### config.mk
export PLATFORM = sky130hd
export DESIGN_NAME = hamming_secded_dec
export DESIGN_NICKNAME = d
export VERILOG_FILES = /design/src/rtl/hamming_secded_dec.sv
export SDC_FILE = /design/constraint.sdc
export NUM_CORES = 1
export LEC_CHECK = 0
export ABC_AREA = 1
export CAP_MARGIN = 20
export CORE_MARGIN = 1
export CORE_UTILIZATION = 51
export DETAILED_ROUTE_END_ITERATION = 12
export GPL_ROUTABILITY_DRIVEN = 0
export PLACE_DENSITY = 0.76
export SYNTH_ARGS = -nofsm -noshare
export SYNTH_HDL_FRONTEND = slang
export SYNTH_SLANG_ARGS = --single-unit
### constraint.sdc
create_clock -name clk -period 2.66 [get_ports clk]
set_clock_uncertainty 0.1 [all_clocks]
set_input_delay 0.532 -clock clk [delete_from_list [all_inputs] [get_ports clk]]
set_output_delay 0.532 -clock clk [all_outputs]
set_load 0.02 [all_outputs]
### src/rtl/hamming_secded_dec.sv
// Multi-lane Hamming(8,4) SECDED decoder. Each accepted word is decoded lane by
// lane, then the decoded nibbles and a saturating error-status word are written
// to the register bank through one registered write port.
module hamming_secded_dec #(
  parameter int DATA_WIDTH          = 32,
  parameter int LANES               = 4,
  parameter int REG_BANK_ADDR_WIDTH = 4,
  parameter int ERROR_COUNTER_WIDTH = 8,
  parameter bit WRITE_ON_CHANGE     = 1'b1
) (
  input  logic                           clk,
  input  logic                           reset_n,
  input  logic [DATA_WIDTH-1:0]          data_in,
  input  logic                           in_valid,
  output logic                           in_ready,
  input  logic [REG_BANK_ADDR_WIDTH-1:0] write_address,
  input  logic [REG_BANK_ADDR_WIDTH-1:0] status_address,
  input  logic                           clr_cnt,
  output logic                           wr_en,
  output logic [DATA_WIDTH-1:0]          data_out,
  output logic [REG_BANK_ADDR_WIDTH-1:0] out_address,
  output logic                           uncorr_irq
);

  localparam int AW  = REG_BANK_ADDR_WIDTH;
  localparam int EC  = ERROR_COUNTER_WIDTH;
  localparam int PCW = $clog2(LANES + 1);

  typedef enum logic [1:0] {
    IDLE    = 2'd0,
    DECODE  = 2'd1,
    WR_DATA = 2'd2,
    WR_STAT = 2'd3
  } state_t;

  // Decode one codeword: returns {uncorrectable, corrected, nibble}.
  // Flipping position s covers every single-error case: for s = 0,1,2,4 only a
  // parity bit changes, so the extracted data nibble is unaffected.
  function automatic logic [5:0] decode_lane(input logic [7:0] cw);
    logic [2:0] syn;
    logic       par;
    logic [7:0] fixed;
    syn   = {cw[4] ^ cw[5] ^ cw[6] ^ cw[7],
             cw[2] ^ cw[3] ^ cw[6] ^ cw[7],
             cw[1] ^ cw[3] ^ cw[5] ^ cw[7]};
    par   = ^cw;
    fixed = cw;
    if (par) begin
      fixed[syn] = ~cw[syn];
    end else begin
      fixed = cw;
    end
    return {(~par) & (syn != 3'd0), par, fixed[7], fixed[6], fixed[5], fixed[3]};
  endfunction

  function automatic logic [PCW-1:0] popcount(input logic [LANES-1:0] v);
    logic [PCW-1:0] n;
    n = '0;
    for (int i = 0; i < LANES; i++) begin
      n = n + PCW'(v[i]);
    end
    return n;
  endfunction

  // Counter add that sticks at all-ones instead of wrapping.
  function automatic logic [EC-1:0] sat_add(input logic [EC-1:0] a, input logic [PCW-1:0] b);
    logic [EC:0] sum;
    sum = {1'b0, a} + (EC+1)'(b);
    return sum[EC] ? {EC{1'b1}} : sum[EC-1:0];
  endfunction

  state_t                state_r, next_state_s;
  logic [DATA_WIDTH-1:0] dec_word_s, dec_r, last_wr_r, status_nxt_s;
  logic [LANES-1:0]      lane_corr_s, lane_unc_s, corr_r, unc_r;
  logic [AW-1:0]         wa_r, sa_r;
  logic [EC-1:0]         cor_cnt_r, unc_cnt_r, cor_nxt_s, unc_nxt_s;
  logic                  sticky_r, sticky_nxt_s, last_valid_r;
  logic                  accept_s, err_s, changed_s;

  assign accept_s  = (state_r == IDLE) && in_valid;
  assign err_s     = (|corr_r) | (|unc_r);
  assign changed_s = (WRITE_ON_CHANGE == 1'b0) || !last_valid_r || (dec_r != last_wr_r);

  // Parallel per-lane decode of the incoming word.
  always_comb begin
    logic [5:0] res;
    res         = 6'd0;
    dec_word_s  = '0;
    lane_corr_s = '0;
    lane_unc_s  = '0;
    for (int i = 0; i < LANES; i++) begin
      res               = decode_lane(data_in[8*i +: 8]);
      dec_word_s[4*i +: 4] = res[3:0];
      lane_corr_s[i]    = res[4];
      lane_unc_s[i]     = res[5];
    end
  end

  // Next counter/sticky values; a clear wins over a coincident update.
  always_comb begin
    cor_nxt_s    = cor_cnt_r;
    unc_nxt_s    = unc_cnt_r;
    sticky_nxt_s = sticky_r;
    if (clr_cnt) begin
      cor_nxt_s    = '0;
      unc_nxt_s    = '0;
      sticky_nxt_s = 1'b0;
    end else if (state_r == DECODE) begin
      cor_nxt_s    = sat_add(cor_cnt_r, popcount(corr_r));
      unc_nxt_s    = sat_add(unc_cnt_r, popcount(unc_r));
      sticky_nxt_s = sticky_r | (|unc_r);
    end else begin
      cor_nxt_s    = cor_cnt_r;
      unc_nxt_s    = unc_cnt_r;
      sticky_nxt_s = sticky_r;
    end
    status_nxt_s              = '0;
    status_nxt_s[EC-1:0]      = cor_nxt_s;
    status_nxt_s[2*EC-1:EC]   = unc_nxt_s;
    status_nxt_s[2*EC]        = sticky_nxt_s;
  end

  // Write-sequencing next-state logic.
  always_comb begin
    next_state_s = state_r;
    case (state_r)
      IDLE: begin
        if (in_valid) next_state_s = DECODE;
        else          next_state_s = IDLE;
      end
      DECODE: begin
        if (changed_s)  next_state_s = WR_DATA;
        else if (err_s) next_state_s = WR_STAT;
        else            next_state_s = IDLE;
      end
      WR_DATA: begin
        if (err_s) next_state_s = WR_STAT;
        else       next_state_s = IDLE;
      end
      WR_STAT: next_state_s = IDLE;
      default: next_state_s = IDLE;
    endcase
  end

  // State register.
  always_ff @(posedge clk or negedge reset_n) begin
    if (!reset_n) state_r <= IDLE;
    else          state_r <= next_state_s;
  end

  // Capture decoded lanes and destination addresses at acceptance.
  always_ff @(posedge clk or negedge reset_n) begin
    if (!reset_n) begin
      dec_r  <= '0;
      corr_r <= '0;
      unc_r  <= '0;
      wa_r   <= '0;
      sa_r   <= '0;
    end else if (accept_s) begin
      dec_r  <= dec_word_s;
      corr_r <= lane_corr_s;
      unc_r  <= lane_unc_s;
      wa_r   <= write_address;
      sa_r   <= status_address;
    end
  end

  // Saturating error counters, sticky flag and last-written data word.
  always_ff @(posedge clk or negedge reset_n) begin
    if (!reset_n) begin
      cor_cnt_r    <= '0;
      unc_cnt_r    <= '0;
      sticky_r     <= 1'b0;
      last_wr_r    <= '0;
      last_valid_r <= 1'b0;
    end else begin
      cor_cnt_r <= cor_nxt_s;
      unc_cnt_r <= unc_nxt_s;
      sticky_r  <= sticky_nxt_s;
      if (state_r == WR_DATA) begin
        last_wr_r    <= dec_r;
        last_valid_r <= 1'b1;
      end
    end
  end

  // Registered outputs, loaded for the state being entered.
  always_ff @(posedge clk or negedge reset_n) begin
    if (!reset_n) begin
      in_ready    <= 1'b1;
      wr_en       <= 1'b0;
      data_out    <= '0;
      out_address <= '0;
      uncorr_irq  <= 1'b0;
    end else begin
      in_ready   <= (next_state_s == IDLE);
      uncorr_irq <= accept_s && (|lane_unc_s);
      case (next_state_s)
        WR_DATA: begin
          wr_en       <= 1'b1;
          out_address <= wa_r;
          data_out    <= dec_r;
        end
        WR_STAT: begin
          wr_en       <= 1'b1;
          out_address <= sa_r;
          data_out    <= status_nxt_s;
        end
        default: wr_en <= 1'b0;
      endcase
    end
  end

endmodule
==> impl_metrics.ini <==
[min_path]
min_to = wa_r[3]$_DFFE_PN0P_
min_from = wa_r[3]$_DFFE_PN0P_
hold_path_depth = 2
hold_path.class = flop to flop

[die]
die_x_um = 114.6
core_sq_mm = 0.01221
rows = 40
die_y_um = 114.6
io_pins = 83
start_util_pct = 52.97
die_area_sq_mm = 0.01314

[worst_setup_path]
rrSetupSlack_ns = -0.01
r2r-end = data_out[6]$_DFFE_PN0P_
critical_path.startpoint_type = flop
cp-end-kind = flop
worst-setup-path-type = flop to flop
path_max_fanout = 3
reg2reg_depth = 15
crit_arrival_ns = 2.86
required_ns = 2.84
r2r-start = corr_r[1]$_DFFE_PN0P_

[detailed_routing]
vias = 6053
wl_met2_mm = 6.965
route.detailed.drc = 0
avgRoutedWirePerCell_um = 12.68
wl_met3_um = 741
wl_met1_mm = 7.314
drt_iter0_markers = 431
first_pass_iters = 5
viasPerCell = 5.011
top_layer_used = met4
routed_wl_mm = 15.32
ant_nets = 0

[yosys]
synth_ff_type = dfrtp_1
synth_seq_cells = 92
synthArstFlopShare_pct = 100.0
synth_top_area_cell = dfrtp_1
ys_warn_count = 0
yosys.area.top_type_share_pct = 35.20
synthTopCellsByArea = dfrtp_1 (35%), nand2_1 (20%), nand3_1 (8.7%)
syn_avg_cell_area_sq_um = 6.689
synthDistinctLibCells = 38
syn-instance-count = 967
synth-edff-count = 0
netlist_area_sq_mm = 0.006469
synth-seq-area-share_pct = 35.61

[final_layout]
diodes = 0
nFillCells = 1150
layout.nets = 1089
syn2layout_area_growth_pct = 18.74
drive_gt1_share_pct = 9.423
fin_area_sq_mm = 0.007681

[timing]
grt_setup_unrepaired = yes
slew_headroom_pct = 58.74
slew_violations = 0
worst_slew_pin_slew_ns = 0.6189
finalHoldViolCount = 0
finalWorstSetupSlack_ns = -0.01388
fin_crit_ns = 2.674
min_period_over_period_pct = 100.5
fmax_mhz = 374.0
setup_viol = 1

[run]
cap_violations = 0

[clock_network]
cts_made_buffers = 9
clk_transition_reported_paths_ns = 0.06
clock_latency_ns = 0.35
h-tree-depth = 3
cts.sinks = 92
cts_root_buf = clkbuf_16
cts_tree = built
clockBufferDepth = 2

[outcome]
outcome = finished, violations left
failed_checks = setup timing

[pwr]
p_switching_w = 0.003456
clockPowerShare_pct = 16.5
pwr-share-seq_pct = 31.4
p_int_w = 0.004076
power.share.switching_pct = 45.88
power_w = 0.007532
comb_power_share_pct = 52.1
p_leak_nw = 4.007
p_per_area_mw_per_mm2 = 980.6
max-vdd-ir-drop_v = 0.0004385

[global_route]
grt_max_degree = 49
grt_pass1_vias = 5488
track_usage_pct = 25.22
antenna_found_initial = 0
grt_pass1_wl_mm = 25.94
grt_remaining_overflow = 0

[placed_design]
dpl_cell_area_sq_mm = 0.007263
dp_slack_ns = -0.06695
dp_hpwl_mm = 11.59
numPortBuffers = 67
cell families (layout without fill, tap and decap cells):
group | after synthesis | after routing | share of synthesized area (%)
AND/OR/NAND/NOR | 596 | 596 | 38.98
buffers and inverters | 161 | 220 | 10.87
flip-flops | 92 | 92 | 35.61
AO/OA/AOI/OAI | 62 | 62 | 5.764
XOR/XNOR | 45 | 45 | 6.093
adder cells (fa/ha/maj) | 10 | 10 | 2.631
other | 1 | 15 | 0.05797
routing by layer:
layer / vias to the layer above / global-route usage, %
met5: - / 0
met4: 0 / 8.312
met3: 22 / 4.235
met2: 153 / 40.32
met1: 2756 / 34.80
li1: 3122 / -
worst max path at each step:
stage / from / endpoint / slack, ns / cells after the start
finish: corr_r[1]$_DFFE_PN0P_ / data_out[6]$_DFFE_PN0P_ / -0.01 / 15
global route: corr_r[1]$_DFFE_PN0P_ / data_out[6]$_DFFE_PN0P_ / -0.16 / 15
CTS: corr_r[0]$_DFFE_PN0P_ / data_out[6]$_DFFE_PN0P_ / 0.008 / 15
detailed placement: corr_r[0]$_DFFE_PN0P_ / data_out[6]$_DFFE_PN0P_ / -0.07 / 15
global placement: corr_r[0]$_DFFE_PN0P_ / data_out[6]$_DFFE_PN0P_ / 0.06 / 15
floorplan: corr_r[0]$_DFFE_PN0P_ / data_out[6]$_DFFE_PN0P_ / 0.18 / 15
repair_timing:
action | in CTS | in global routing
pin swaps | 0 | 9
setup endpoints to repair | 7 | 16
resized for setup | 10 | 20
buffers inserted | 0 | 3
hold buffers | 1 | 0
hold endpoints to repair | 20 | 0
gates cloned | 0 | 0
stage by stage:
| step | hold WS [ns] | utilization, % | cells | setup TNS [ns] |
|---|---|---|---|---|
| 2_1_floorplan | 0.1364 | - | 981 | 0 |
| 3_3_place_gp | 0.3419 | 59.48 | 1188 | 0 |
| 3_5_place_dp | 0.3421 | 59.48 | 1188 | -0.1164 |
| 4_1_cts | 0.3825 | 62.22 | 1205 | 0 |
| 5_1_grt | 0.4070 | 62.90 | 1208 | -0.6531 |
| 6_report | 0.3774 | 62.90 | 1208 | -0.01388 |
flip-flops by register name (all words and copies together) (netlist names):
signal        flops
wa_r              4
dec_r            16
sticky_r          1
uncorr_irq        1
out_address       4
unc_cnt_r         8
last_valid_r      1
sa_r              4
last_wr_r        16
corr_r            4
cor_cnt_r         8
state_r           2
in_ready          1
unc_r             4
wr_en             1
data_out         17
placed cells by master (no fill, tap or decap), drive strengths merged, types with 6 or more instances in the layout:
master,instances
o2111ai,10
clkdlybuf4s50,66
fa,6
dfrtp,91
o21ai,31
buf,18
nand3b,6
conb,15
a21oi,17
nand2,366
nor2,96
nand3,113
nand4,8
xor2,18
clkbuf,13
xnor2,27
inv,119
power by group through the flow:
stage	Combinational, W	Clock, W	Sequential (W)
after global placement	0.00374	0	0.00237
after detailed placement	0.00382	0	0.00238
after CTS	0.00386	0.00125	0.00236
final	0.00393	0.00124	0.00236
after floorplan	0.00261	0	0.00245
after global routing	0.00446	0.00131	0.00244
Yosys cell counts (all sizes together), types with 3 or more instances:
master / count
o2111ai: 10
nor2: 96
a21oi: 17
dfrtp: 91
xnor2: 27
ha: 4
nand3b: 6
inv: 119
fa: 6
nand4: 8
buf: 30
nand2: 366
clkbuf: 12
nor3: 4
nand3: 113
a31oi: 3
o21ai: 31
xor2: 18
critical path, cell delays in order (launching register included):
cell,delay [ns]
dfrtp_1,0.40
fa_1,0.55
inv_2,0.04
fa_2,0.33
inv_2,0.08
fa_2,0.22
nand2_2,0.06
inv_2,0.08
nand3_4,0.08
o21ai_2,0.14
nand2_1,0.09
a21oi_2,0.15
nand3_1,0.09
nand2_1,0.09
nand2_1,0.05
nand2_1,0.05
final cells by class:
cell class / instances / area [sq um] / share of cell area, %
Clock buffer: 13 / 270.3 / 3.518
Clock inverter: 3 / 21.27 / 0.2769
Inverter: 119 / 449.2 / 5.848
Multi-Input combinational cell: 728 / 3605 / 46.93
Sequential cell: 92 / 2303 / 29.99
Tap cell: 168 / 210.2 / 2.737
Timing Repair Buffer: 85 / 822.0 / 10.70
(Power assumes the default switching activity.)
